**src/rtl/sound_defs_pkg.sv**
```systemverilog
`default_nettype none
// ============================================================================
//  Package     : sound_defs
//  Description : Shared constants for the play-sound request path.
//  Revision    : 1.0 - initial release
// ============================================================================
package sound_defs;
    localparam int         SOUND_ID_W     = 8;
    localparam logic [7:0] CMD_PLAY_SOUND = 8'hfa;
    localparam int         N_REQ_DEFAULT  = 4;
endpackage
`default_nettype wire

```
**src/rtl/sound_fifo.sv**
```systemverilog
`default_nettype none
// ============================================================================
//  Module      : sound_fifo
//  Description : Synchronous FIFO, 2**DEPTH_LOG2 entries, registered storage
//                read at the head pointer.
//  Revision    : 1.0 - initial release
// ============================================================================
module sound_fifo #(
    parameter int WIDTH      = 8,
    parameter int DEPTH_LOG2 = 2
) (
    input  logic                  clk,
    input  logic                  rst,
    input  logic [WIDTH-1:0]      wdata,
    input  logic                  we,
    output logic                  full,
    output logic [WIDTH-1:0]      rdata,
    input  logic                  re,
    output logic                  empty,
    output logic [DEPTH_LOG2:0]   level
);
    localparam int DEPTH = 1 << DEPTH_LOG2;

    logic [WIDTH-1:0]      mem [DEPTH];
    logic [DEPTH_LOG2-1:0] wr_ptr;
    logic [DEPTH_LOG2-1:0] rd_ptr;
    logic [DEPTH_LOG2:0]   count;
    logic                  do_wr;
    logic                  do_rd;

    // Guard both sides so an illegal push/pop can never corrupt the pointers.
    assign do_wr = we & ~full;
    assign do_rd = re & ~empty;
    assign full  = (count == (DEPTH_LOG2+1)'(DEPTH));
    assign empty = (count == '0);
    assign level = count;
    assign rdata = mem[rd_ptr];

    // Storage write; contents need no reset since count gates visibility.
    always_ff @(posedge clk) begin
        if (do_wr) begin
            mem[wr_ptr] <= wdata;
        end
    end

    // Pointer and occupancy tracking; pointers wrap at DEPTH_LOG2 bits.
    always_ff @(posedge clk) begin
        if (rst) begin
            wr_ptr <= '0;
            rd_ptr <= '0;
            count  <= '0;
        end else begin
            if (do_wr) wr_ptr <= wr_ptr + 1'b1;
            if (do_rd) rd_ptr <= rd_ptr + 1'b1;
            case ({do_wr, do_rd})
                2'b10:   count <= count + 1'b1;
                2'b01:   count <= count - 1'b1;
                default: count <= count;
            endcase
        end
    end
endmodule
`default_nettype wire

```
**src/rtl/sound_req_arbiter.sv**
```systemverilog
`default_nettype none
// ============================================================================
//  Module      : sound_req_arbiter
//  Description : Round-robin arbiter sharing the play-sound request port
//                between N_REQ requesters, queued through a small FIFO.
//                Optional macro SOUND_ARB_DEDUP_EN suppresses a winning id
//                equal to the most recently pushed, still-queued entry.
//  Revision    : 1.0 - initial release
// ============================================================================
module sound_req_arbiter
    import sound_defs::*;
#(
    parameter int N_REQ      = N_REQ_DEFAULT,
    parameter int DEPTH_LOG2 = 2
) (
    input  logic                        clk,
    input  logic                        rst,
    input  logic [N_REQ*SOUND_ID_W-1:0] in_sound_id,
    input  logic [N_REQ-1:0]            in_valid,
    output logic [N_REQ-1:0]            in_ready,
    output logic [SOUND_ID_W-1:0]       out_sound_id,
    output logic                        out_valid,
    input  logic                        out_ready,
    output logic [DEPTH_LOG2:0]         fifo_level,
    output logic                        busy
);
    localparam int RR_W = $clog2(N_REQ);

    logic [RR_W-1:0]       rr;
    logic [RR_W-1:0]       winner;
    logic                  found;
    logic                  full;
    logic                  empty;
    logic                  accept;
    logic                  dup;
    logic                  push;
    logic                  pop;
    logic [SOUND_ID_W-1:0] win_id;

    // Round-robin search starting at rr, wrapping modulo N_REQ.
    always_comb begin
        int idx;
        found  = 1'b0;
        winner = '0;
        idx    = 0;
        for (int k = 0; k < N_REQ; k++) begin
            idx = int'(rr) + k;
            if (idx >= N_REQ) idx = idx - N_REQ;
            if (!found && in_valid[RR_W'(idx)]) begin
                found  = 1'b1;
                winner = RR_W'(idx);
            end
        end
    end

    // can_push is the pre-pop fullness, so a full FIFO never accepts.
    assign accept = found & ~full & ~rst;
    assign win_id = in_sound_id[winner*SOUND_ID_W +: SOUND_ID_W];
    assign push   = accept & ~dup;
    assign pop    = out_valid & out_ready;

    // One-hot grant to the winner when the FIFO has room.
    always_comb begin
        in_ready = '0;
        if (accept) in_ready[winner] = 1'b1;
    end

    // Priority moves to the requester after the one just served.
    always_ff @(posedge clk) begin
        if (rst) begin
            rr <= '0;
        end else if (accept) begin
            rr <= (winner == RR_W'(N_REQ-1)) ? '0 : winner + 1'b1;
        end
    end

`ifdef SOUND_ARB_DEDUP_EN
    logic [SOUND_ID_W-1:0] last_id;
    logic                  last_valid;

    assign dup = last_valid && (win_id == last_id);

    // Remember the newest queued id until the FIFO drains.
    always_ff @(posedge clk) begin
        if (rst) begin
            last_valid <= 1'b0;
            last_id    <= '0;
        end else if (push) begin
            last_valid <= 1'b1;
            last_id    <= win_id;
        end else if (pop && fifo_level == (DEPTH_LOG2+1)'(1)) begin
            last_valid <= 1'b0;
        end
    end
`else
    assign dup = 1'b0;
`endif

    sound_fifo #(
        .WIDTH      (SOUND_ID_W),
        .DEPTH_LOG2 (DEPTH_LOG2)
    ) u_fifo (
        .clk   (clk),
        .rst   (rst),
        .wdata (win_id),
        .we    (push),
        .full  (full),
        .rdata (out_sound_id),
        .re    (pop),
        .empty (empty),
        .level (fifo_level)
    );

    assign out_valid = ~empty;
    assign busy      = (fifo_level != '0) | (|in_valid);
endmodule
`default_nettype wire

```
**config.mk**
```make
export PLATFORM = sky130hd
export DESIGN_NAME = sound_req_arbiter
export DESIGN_NICKNAME = d
export VERILOG_FILES = /design/src/rtl/sound_defs_pkg.sv /design/src/rtl/sound_fifo.sv /design/src/rtl/sound_req_arbiter.sv
export SDC_FILE = /design/constraint.sdc
export NUM_CORES = 1
export LEC_CHECK = 0
export ABC_AREA = 1
export BUFFER_PORTS_ARGS = -buffer_cell sky130_fd_sc_hd__clkbuf_2
export CAP_MARGIN = 20
export CELL_PAD_IN_SITES_DETAIL_PLACEMENT = 0
export CELL_PAD_IN_SITES_GLOBAL_PLACEMENT = 1
export CORE_MARGIN = 2
export CORE_UTILIZATION = 43
export DETAILED_ROUTE_END_ITERATION = 8
export PLACE_DENSITY = 0.87
export SKIP_CTS_REPAIR_TIMING = 1
export SYNTH_ARGS = -nofsm -noshare
export SYNTH_HDL_FRONTEND = slang
export SYNTH_HIERARCHICAL = 1
export SYNTH_SLANG_ARGS = --single-unit
export TNS_END_PERCENT = 50
```
**constraint.sdc**
```tcl
create_clock -name clk -period 3.76 [get_ports clk]
set_input_delay 0.376 -clock clk [delete_from_list [all_inputs] [get_ports clk]]
set_output_delay 0.376 -clock clk [all_outputs]
set_load 0.1 [all_outputs]
```
== Word-level counts from Yosys, hierarchy flattened ==
Memory sizes are Yosys's and may differ from the RTL's. A register that Yosys moved wholly into a read port is not among the register bits.
Index checks and enable logic that the tools add are counted.
Storage, ports and cells
  register bits: 9
  bits in writable memories: 32
  input port bits: 39
  output and inout bits: 17
  word-level logic and storage cells: 85
  memories kept: 1
Memories
  u_fifo.mem: words 4, width 8, rd ports 1, clocked after memory_dff 1, write ports 1, line sound_fifo.sv:24  | logic [WIDTH-1:0] mem [DEPTH];
Operators by class
  $add $sub $neg: 12
  order comparisons: 10
  equality and inequality tests: 4
  shift-type cells: 1
  muxes and demuxes: 33
  bitwise logic cells: 9
  reduce and logical (&&, ||, !) cells: 11
Operators by type and width (count)
  32-bit by 6-bit indexed part select with 8-bit output: 1
  2-bit 2-to-1 mux: 11
  2-bit by 4-bit < comparator with 1-bit output (second input constant): 4
  1-bit 2-to-1 mux: 15
  3-bit >= comparator (second input constant): 3
  1-bit binary-select mux with 2-bit select: 4
  2-bit by 1-bit subtractor with 2-bit output (second input constant): 4
  2-bit by 1-bit adder with 2-bit output (second input constant): 3
  2-bit by 2-bit adder with 3-bit output (second input constant): 2
  3-bit one-hot mux with 2 select lines: 1
  1-bit AND: 5
  2-bit == test (second input constant): 2
  1-bit logical AND: 4
  4-bit 2-to-1 mux: 1
  4-bit OR reduction: 1
  2-bit by 1-bit adder with 3-bit output (second input constant): 1
  3-bit by 1-bit adder with 3-bit output (second input constant): 1
  3-bit == test (second input constant): 1
  2-bit by 3-bit >= comparator with 1-bit output (second input constant): 1
  1-bit logical NOT: 3
  3-bit logical NOT: 1
  2-bit by 3-bit < comparator with 1-bit output (second input constant): 1
  1-bit inverter: 3
  3-bit nonzero test: 1
  other kinds (6): 6

== Longest topological paths before layout ==
Gate-level depths: netlist of run 1.
  word-level depth: 20
  gate-level depth with buffers: 16
  mapped depth without buffers: 16

== Hierarchy ==
Netlist of run 1, hierarchy kept.
Modules (own cells, without submodules)
  sound_fifo: times used 1, cells an instance 146, area each 1691.6 sq um, seq. area each 1141.1 sq um
  sound_req_arbiter: times used 1, cells an instance 157, area each 828.3 sq um, seq. area each 40.0 sq um

== Least setup slack after synthesis of run 1 ==
OpenSTA, ideal clock, no wires.
  path type: register to output
  start: register u_fifo.count[1], in the netlist u_fifo/level[1]
  end: output port in_ready[0]
  arrival time: 3655 ps
  required time: 3384 ps
  slack: -271 ps
  cell stages (with the launch flop): 7
  path buffers: 0
  cells stage by stage: dfxtp_1 -> nor2_2 -> nand2_2 -> inv_1 -> nor2_1 -> nand2_1 -> nor3_1
Between the ends
  longest elaborated chain between the ends: 5
RTL lines
  from (decl): line sound_fifo.sv:27  | logic [DEPTH_LOG2:0] count;
  from (signal assigned): line sound_fifo.sv:56  | 2'b10: count <= count + 1'b1;
  from (signal assigned): line sound_fifo.sv:57  | 2'b01: count <= count - 1'b1;
  from (signal assigned): line sound_fifo.sv:58  | default: count <= count;
  3-bit == test: line sound_fifo.sv:34  | assign full = (count == (DEPTH_LOG2+1)'(DEPTH));
  via full: line sound_req_arbiter.sv:32  | logic full;
  1-bit inverter: line sound_req_arbiter.sv:57  | assign accept = found & ~full & ~rst;
  1-bit AND (2 in series): line sound_req_arbiter.sv:57
  4-bit 2-to-1 mux: line sound_req_arbiter.sv:65  | if (accept) in_ready[winner] = 1'b1;
  to (decl): line sound_req_arbiter.sv:20  | output logic [N_REQ-1:0] in_ready,
The timed path passes the listed nets, and every way through them passes these cells.

== Worst setup path after layout of run 1 ==
  start: register rr[0]
  end: output port in_ready[3]
Between the ends
  longest elaborated chain between the ends: 20
  elaborated cells between the ends (all ways): 49
  those cells by class: add/sub: 7; order compare: 6; mux: 27; bitwise: 2; reduce/logical: 7
RTL lines
  from (decl): line sound_req_arbiter.sv:29  | logic [RR_W-1:0] rr;
  from (signal assigned): line sound_req_arbiter.sv:73  | rr <= (winner == RR_W'(N_REQ-1)) ? '0 : winner + 1'b1;
  parallel branches: the longest is 19 deep, another holds 2-bit by 1-bit adder with 3-bit output
  4-bit 2-to-1 mux (*): line sound_req_arbiter.sv:65
Every way passes the cells marked *. The select of a mux whose other input is x is not followed.

==> run_results.csv, run 1 <==
group,metric,value,unit
job,cap_violations,0,
yosys,netlist_area,2520,sq um
clock_tree,clockBufferDepth,2,
floorplanning,num_io_pins,56,
cells_and_area,syn2layout_area_growth,16.63,%
clock_tree,clock_latency,0.29,ns
critical_path,crit_path_end_kind,"output pin",
clock_tree,path_clk_slew,0.08,ns
global_routing,grt.total_usage,17.21,%
clock_tree,htreeDepth,2,
drt,finalWirelength,5.269,mm
yosys,synth_area_leaders,"edfxtp_1, nand2_1, dfxtp_1",
timing,finClkSkew,0.004407,ns
min_path,min_from,"rst",
critical_path,cp-start-kind,"flop",
critical_path,crit_arrival,2.75,ns
placed_design,dpl_worst_slack,0.9550,ns
critical_path,timing.rr.start,"u_fifo/level[1]$_SDFFE_PP0P_",
timing,fin_crit_sh,83.16,%
timing,drv_slew,0,
clock_tree,cts_sinks,43,
global_routing,grt_max_degree,20,
yosys,synth_mux_area_share,0,%
yosys,synth_compound_area_share,7.994,%
critical_path,cpPeakStageDelay,0.59,ns
min_path,hold_path.class,"in -> reg",
global_routing,grt_pass1_vias,1937,
critical_path,reg2reg_slack,1.44,ns
status,status,"finished, final reports clean",
timing,fin_setup_tns,0,ns
yosys,synth.net_count,349,
min_path,min_path_cells,2,
floorplanning,die_w,80.55,um
yosys,synthSimpleGateAreaFrac,30.78,%
floorplanning,die_area,6488,sq um
critical_path,cp_cell_sequence,"inv_6, nand2_1, nand2_2, nand2_2, nand2_2, nand2_4, nand2_2, nand2_4, nand3_4, inv_1, ha_1, inv_1, nor2_1, clkbuf_2",
drt,wl_per_cell,12.23,um
drt,dr.pass1.iters,6,
yosys,ys_warn_count,6,
critical_path,crit_slowest_cell,"dfxtp_1",
yosys,ys_types,30,
placed_design,hpwl,3.886,mm
placed_design,port_buffers,55,
floorplanning,fp.dieH,80.55,um
critical_path,crit_type,"reg -> out",
floorplanning,rows,27,
drt,wl_met1,2.497,mm
yosys,synth_top_cell_by_area,"edfxtp_1",
timing,rsz0062_at_grt,"false",
global_routing,grt_first_pass_wirelength,8.625,mm
critical_path,cp_max_fo,19,
timing,worstMarginPinSlew,0.7951,ns
global_routing,antenna_found_initial,0,
placed_design,gp_routability_congestion,0.8508,
clock_tree,cts_tree,"built",
timing,setup-violations-final,0,
floorplanning,core-area,5574,sq um
timing,fin_ws,0.6334,ns
yosys,syn_area_per_cell,8.317,sq um
global_routing,grt-ovfl-total,0,
timing,fmax,319.8,MHz
yosys,synth_top_area_share,38.13,%
timing,slew_headroom,46.80,%
critical_path,required,3.38,ns
yosys,synth_fa_ha_area_share,3.774,%
yosys,ys_ff_latch,43,
critical_path,crit_top_cell,"nand2_2",
critical_path,rr_worst_depth,14,
cells_and_area,n_antenna_cell,0,
clock_tree,cts_root_buf,"clkbuf_8",
yosys,synth_top_family_by_area,"simple AND/OR/NAND/NOR gates",
timing,period_minus_slack,3.127,ns
drt,dr_wl_met3,227,um
floorplanning,start_util,45.21,%
cells_and_area,drive_above_1_share,27.30,%
drt,ant_nets,0,
yosys,synthXorXnorAreaFrac,0,%
drt,num_vias,2114,
cells_and_area,nNetsFinal,404,
drt,drcViolationCount,0,
drt,vias_per_cell,4.905,
drt,dr.max_layer_used,"met4",
timing,hold_violations,0,
min_path,holdPathEnd,"u_fifo/wr_ptr[1]$_SDFFE_PP0P_",
clock_tree,cts_made_buffers,5,
drt,drt_iter0_drc,91,
critical_path,rr_endpoint,"u_fifo/level[2]$_SDFFE_PP0P_",
drt,wl_met2,2.458,mm
yosys,synth_cells,303,
yosys,ys_seq_area_share,46.87,%
-- flip-flops by register name, indices dropped and copies added (netlist names), named ones only --
register / count
u_fifo/mem: 32
u_fifo/level: 3
u_fifo/wr_ptr: 2
u_fifo/rd_ptr: 2
rr: 2
-- cells by family (layout without fill, tap and decap cells) --
group / Yosys count / after routing
AOI/OAI and AO/OA: 35 / 35
adders and majority gates: 7 / 7
buffers and inverters: 60 / 116
DFF: 43 / 43
and+or+nand+nor: 158 / 158
-- per-layer routing --
metal / vias up / global-route usage [%]
met5: - / 0
met4: 0 / 6.780
met3: 7 / 3.258
met2: 63 / 28.42
met1: 941 / 22.21
li1: 1103 / -
-- critical path, delay by kind of cell, from the launching register on --
family                     cells  cell delay, ns
adders and majority gates      1            0.15
and+or+nand+nor                9            0.93
DFF                            1            0.59
buffers and inverters          4            0.76
-- cells in the mapped netlist (all sizes together) --
master / instances
a21boi: 1
a21oi: 7
buf: 7
clkbuf: 1
dfxtp: 11
edfxtp: 32
fa: 1
ha: 6
inv: 52
nand2: 84
nand3: 22
nand4: 17
nor2: 32
nor3: 3
o21ai: 18
o22ai: 8
o31ai: 1
-- area by class of cell --
type	count	area [sq um]
Tap cell	72	90.09
Clock buffer	5	68.82
Clock inverter	3	38.79
Multi-Input combinational cell	200	1077
Sequential cell	43	1181
Fill cell	535	2635
Timing Repair Buffer	56	282.8
Inverter	52	200.2
-- how the worst max path moves through the flow --
stage	endpoint	slack, ns	start
after CTS	in_ready[3]	0.61	rr[0]$_SDFFE_PP0P_
after global routing	in_ready[3]	0.42	rr[0]$_SDFFE_PP0P_
after detailed placement	in_ready[3]	0.95	rr[0]$_SDFFE_PP0P_
after global placement	in_ready[3]	0.99	rr[0]$_SDFFE_PP0P_
final	in_ready[3]	0.63	rr[0]$_SDFFE_PP0P_
after floorplan	in_ready[2]	0.29	u_fifo/level[1]$_SDFFE_PP0P_
-- per-stage QoR --
| stage | utilization (%) | hold slack (ns) | cells | instance area (sq um) |
|---|---|---|---|---|
| floorplan | - | 0.4451 | 303 | 2525 |
| global placement | 50.80 | 0.4913 | 423 | 2831 |
| detailed placement | 50.80 | 0.4999 | 423 | 2831 |
| CTS | 52.73 | 0.3493 | 431 | 2939 |
| global route | 52.73 | 0.3697 | 431 | 2939 |
| finish | 52.73 | 0.3627 | 431 | 2939 |
-- cell usage in the layout, fill, tap and decap left out, drive strengths merged --
cell type / count
a21boi: 1
a21oi: 7
buf: 1
bufinv: 1
clkbuf: 60
clkinv: 2
dfxtp: 11
edfxtp: 32
fa: 1
ha: 6
inv: 52
nand2: 84
nand3: 22
nand4: 17
nor2: 32
nor3: 3
o21ai: 18
o22ai: 8
o31ai: 1
Power of run 1 is left out: the tool's default activity adds up to more than one toggle a clock period on the data nets, which glitch-free logic cannot reach.
==> run 2: changes to the inputs <==
--- a/config.mk
+++ b/config.mk
@@ -11,9 +11,9 @@
 export CELL_PAD_IN_SITES_DETAIL_PLACEMENT = 0
 export CELL_PAD_IN_SITES_GLOBAL_PLACEMENT = 1
 export CORE_MARGIN = 2
-export CORE_UTILIZATION = 43
+export CORE_UTILIZATION = 36
 export DETAILED_ROUTE_END_ITERATION = 8
-export PLACE_DENSITY = 0.87
+export PLACE_DENSITY = 0.78
 export SKIP_CTS_REPAIR_TIMING = 1
 export SYNTH_ARGS = -nofsm -noshare
 export SYNTH_HDL_FRONTEND = slang
==> constraint.sdc (replaced) <==
create_clock -name clk -period 2.7 [get_ports clk]
set_input_delay 0.27 -clock clk [delete_from_list [all_inputs] [get_ports clk]]
set_output_delay 0.27 -clock clk [all_outputs]
set_load 0.1 [all_outputs]
==> run 2 against run 1 <==
Against the previous run:
- non-clock buffer count up 6
- count of clock-buffer cells in the layout up 3
- clock skew up 0.0074 ns
- core utilization down 7.6 points
- cell count up 7.0%
- first-iteration DRC count up 1.1%
- worst setup slack worse by 0.46 ns
- global-route usage down 1.6 points
- sequential share of layout area down 1.5 points
- worst hold slack worse by 0.099 ns
- via count up 0.61%
- largest cell class unchanged
==> run_results.csv, run 2 (synthesis results as in run 1) <==
group,metric,value,unit
drt,ant_nets,0,
global_routing,grt.total_usage,15.60,%
drt,num_vias,2127,
critical_path,cp-start-kind,"flop",
timing,drv_slew,0,
timing,finClkSkew,0.01176,ns
floorplanning,fp.dieH,87.67,um
clock_tree,clockBufferDepth,2,
critical_path,rr_worst_depth,16,
cells_and_area,largest_register_ffs,32,
drt,dr_wl_met3,230,um
cells_and_area,fill_cells,672,
cells_and_area,largest_register,"u_fifo/mem",
cells_and_area,syn2layout_area_growth,21.75,%
cells_and_area,final_util,45.16,%
cells_and_area,final_common_cell,"nand2_1",
global_routing,antenna_found_initial,0,
clock_tree,path_clk_slew,0.08,ns
placed_design,port_buffers,55,
min_path,min_path_cells,2,
floorplanning,die_w,87.67,um
drt,finalWirelength,5.649,mm
min_path,holdPathEnd,"u_fifo/wr_ptr[0]$_SDFFE_PP0P_",
critical_path,reg2reg_slack,0.40,ns
floorplanning,start_util,37.09,%
critical_path,crit_slowest_cell,"dfxtp_4",
timing,setup-violations-final,0,
critical_path,required,2.43,ns
clock_tree,cts_root_buf,"clkbuf_8",
min_path,hold_path.class,"in -> reg",
global_routing,grt-ovfl-total,0,
cells_and_area,drive_above_1_share,29.04,%
floorplanning,core-area,6794,sq um
cells_and_area,n_antenna_cell,0,
drt,vias_per_cell,4.614,
critical_path,crit_buf_inv,3,
drt,drt_iter0_drc,92,
critical_path,crit_top_cell,"nand2_2",
clock_tree,cts_tree,"built",
critical_path,cp_max_fo,17,
drt,dr.max_layer_used,"met4",
drt,drcViolationCount,0,
global_routing,grt_first_pass_wirelength,9.287,mm
timing,fin_crit_sh,93.76,%
status,status,"finished, final reports clean",
critical_path,cp_cell_sequence,"inv_6, nand2_1, nand2_2, nand2_2, nand2_2, nand2_4, nand3_4, nand3_4, buf_4, nand2_2, nor2_4, buf_12",
floorplanning,die_area,7685,sq um
floorplanning,num_io_pins,56,
job,cap_violations,0,
critical_path,rr_endpoint,"u_fifo/level[2]$_SDFFE_PP0P_",
timing,hold_violations,0,
critical_path,cpPeakStageDelay,0.43,ns
critical_path,crit_path_end_kind,"output pin",
critical_path,crit_type,"reg -> out",
drt,wl_met2,2.791,mm
drt,wl_per_cell,12.25,um
drt,wl_met1,2.579,mm
critical_path,crit_family,"simple AND/OR/NAND/NOR gates",
timing,slew_headroom,60.91,%
placed_design,hpwl,4.326,mm
critical_path,timing.rr.start,"u_fifo/level[1]$_SDFFE_PP0P_",
min_path,min_from,"rst",
placed_design,gp_routability_congestion,0.8519,
clock_tree,cts_sinks,43,
timing,fmax,395.0,MHz
drt,dr.pass1.iters,4,
global_routing,grt_max_degree,18,
timing,worstMarginPinSlew,0.5856,ns
clock_tree,cts_made_buffers,5,
clock_tree,clock_latency,0.29,ns
critical_path,crit_arrival,2.26,ns
timing,rsz0062_at_grt,"true",
timing,period_minus_slack,2.532,ns
global_routing,grt_pass1_vias,2014,
cells_and_area,nNetsFinal,410,
floorplanning,rows,30,
clock_tree,htreeDepth,2,
cells_and_area,final_cell_mix,"nand2_1, clkbuf_2, inv_1, edfxtp_1, nor2_1",
run 2: cell count changes in the layout (fill, tap and decap cells not counted), sizes merged:
cell    before  now
clkbuf      60   59
bufinv       1    0
clkinv       2    0
buf          1   11
run 2: stage by stage:
step / TNS, ns / setup slack, ns / hold WS, ns / area, sq um / instances
after global routing: -0.04242 / -0.02708 / 0.2598 / 3068 / 461
final: 0 / 0.1685 / 0.2637 / 3068 / 461
after floorplan: -0.8257 / -0.3984 / 0.3391 / 2535 / 303
after detailed placement: 0 / 0.2649 / 0.4989 / 2977 / 453
after CTS: -0.2414 / -0.08517 / 0.2532 / 3057 / 461
after global placement: 0 / 0.2315 / 0.4887 / 2977 / 453
run 2: final cells by class:
| type | count | area [sq um] | share of cell area (%) |
|---|---|---|---|
| sequential | 43 | 1186 | 38.66 |
| multi-input combinational | 200 | 1094 | 35.64 |
| timing repair buffer | 62 | 387.9 | 12.64 |
| inverter | 52 | 200.2 | 6.525 |
| tap | 96 | 120.1 | 3.915 |
| clock buffer | 8 | 80.08 | 2.610 |
run 2: metal layers:
metal  track usage, %  vias up
met3            3.205        4
met2            26.38       49
met4            4.615        0
li1                 -     1113
met5                0        -
met1            20.17      961
run 2: worst max path at each step:
stage / startpoint / to / slack (ns) / cells past startpoint
after floorplan: u_fifo/level[1]$_SDFFE_PP0P_ / in_ready[0] / -0.40 / 6
after global placement: rr[0]$_SDFFE_PP0P_ / in_ready[1] / 0.23 / 12
after detailed placement: rr[0]$_SDFFE_PP0P_ / in_ready[2] / 0.26 / 12
after CTS: rr[0]$_SDFFE_PP0P_ / in_ready[1] / -0.09 / 12
after global routing: rr[0]$_SDFFE_PP0P_ / in_ready[3] / -0.03 / 14
final: rr[0]$_SDFFE_PP0P_ / in_ready[2] / 0.17 / 12
run 2: worst register-to-register path: cells and delay by family (launching register included):
kind	cells	cell delay, ns
fa+ha+maj	2	0.55
simple gates	10	0.94
flops	1	0.35
buf+inv	4	0.37
Power of run 2 is left out for the same reason.
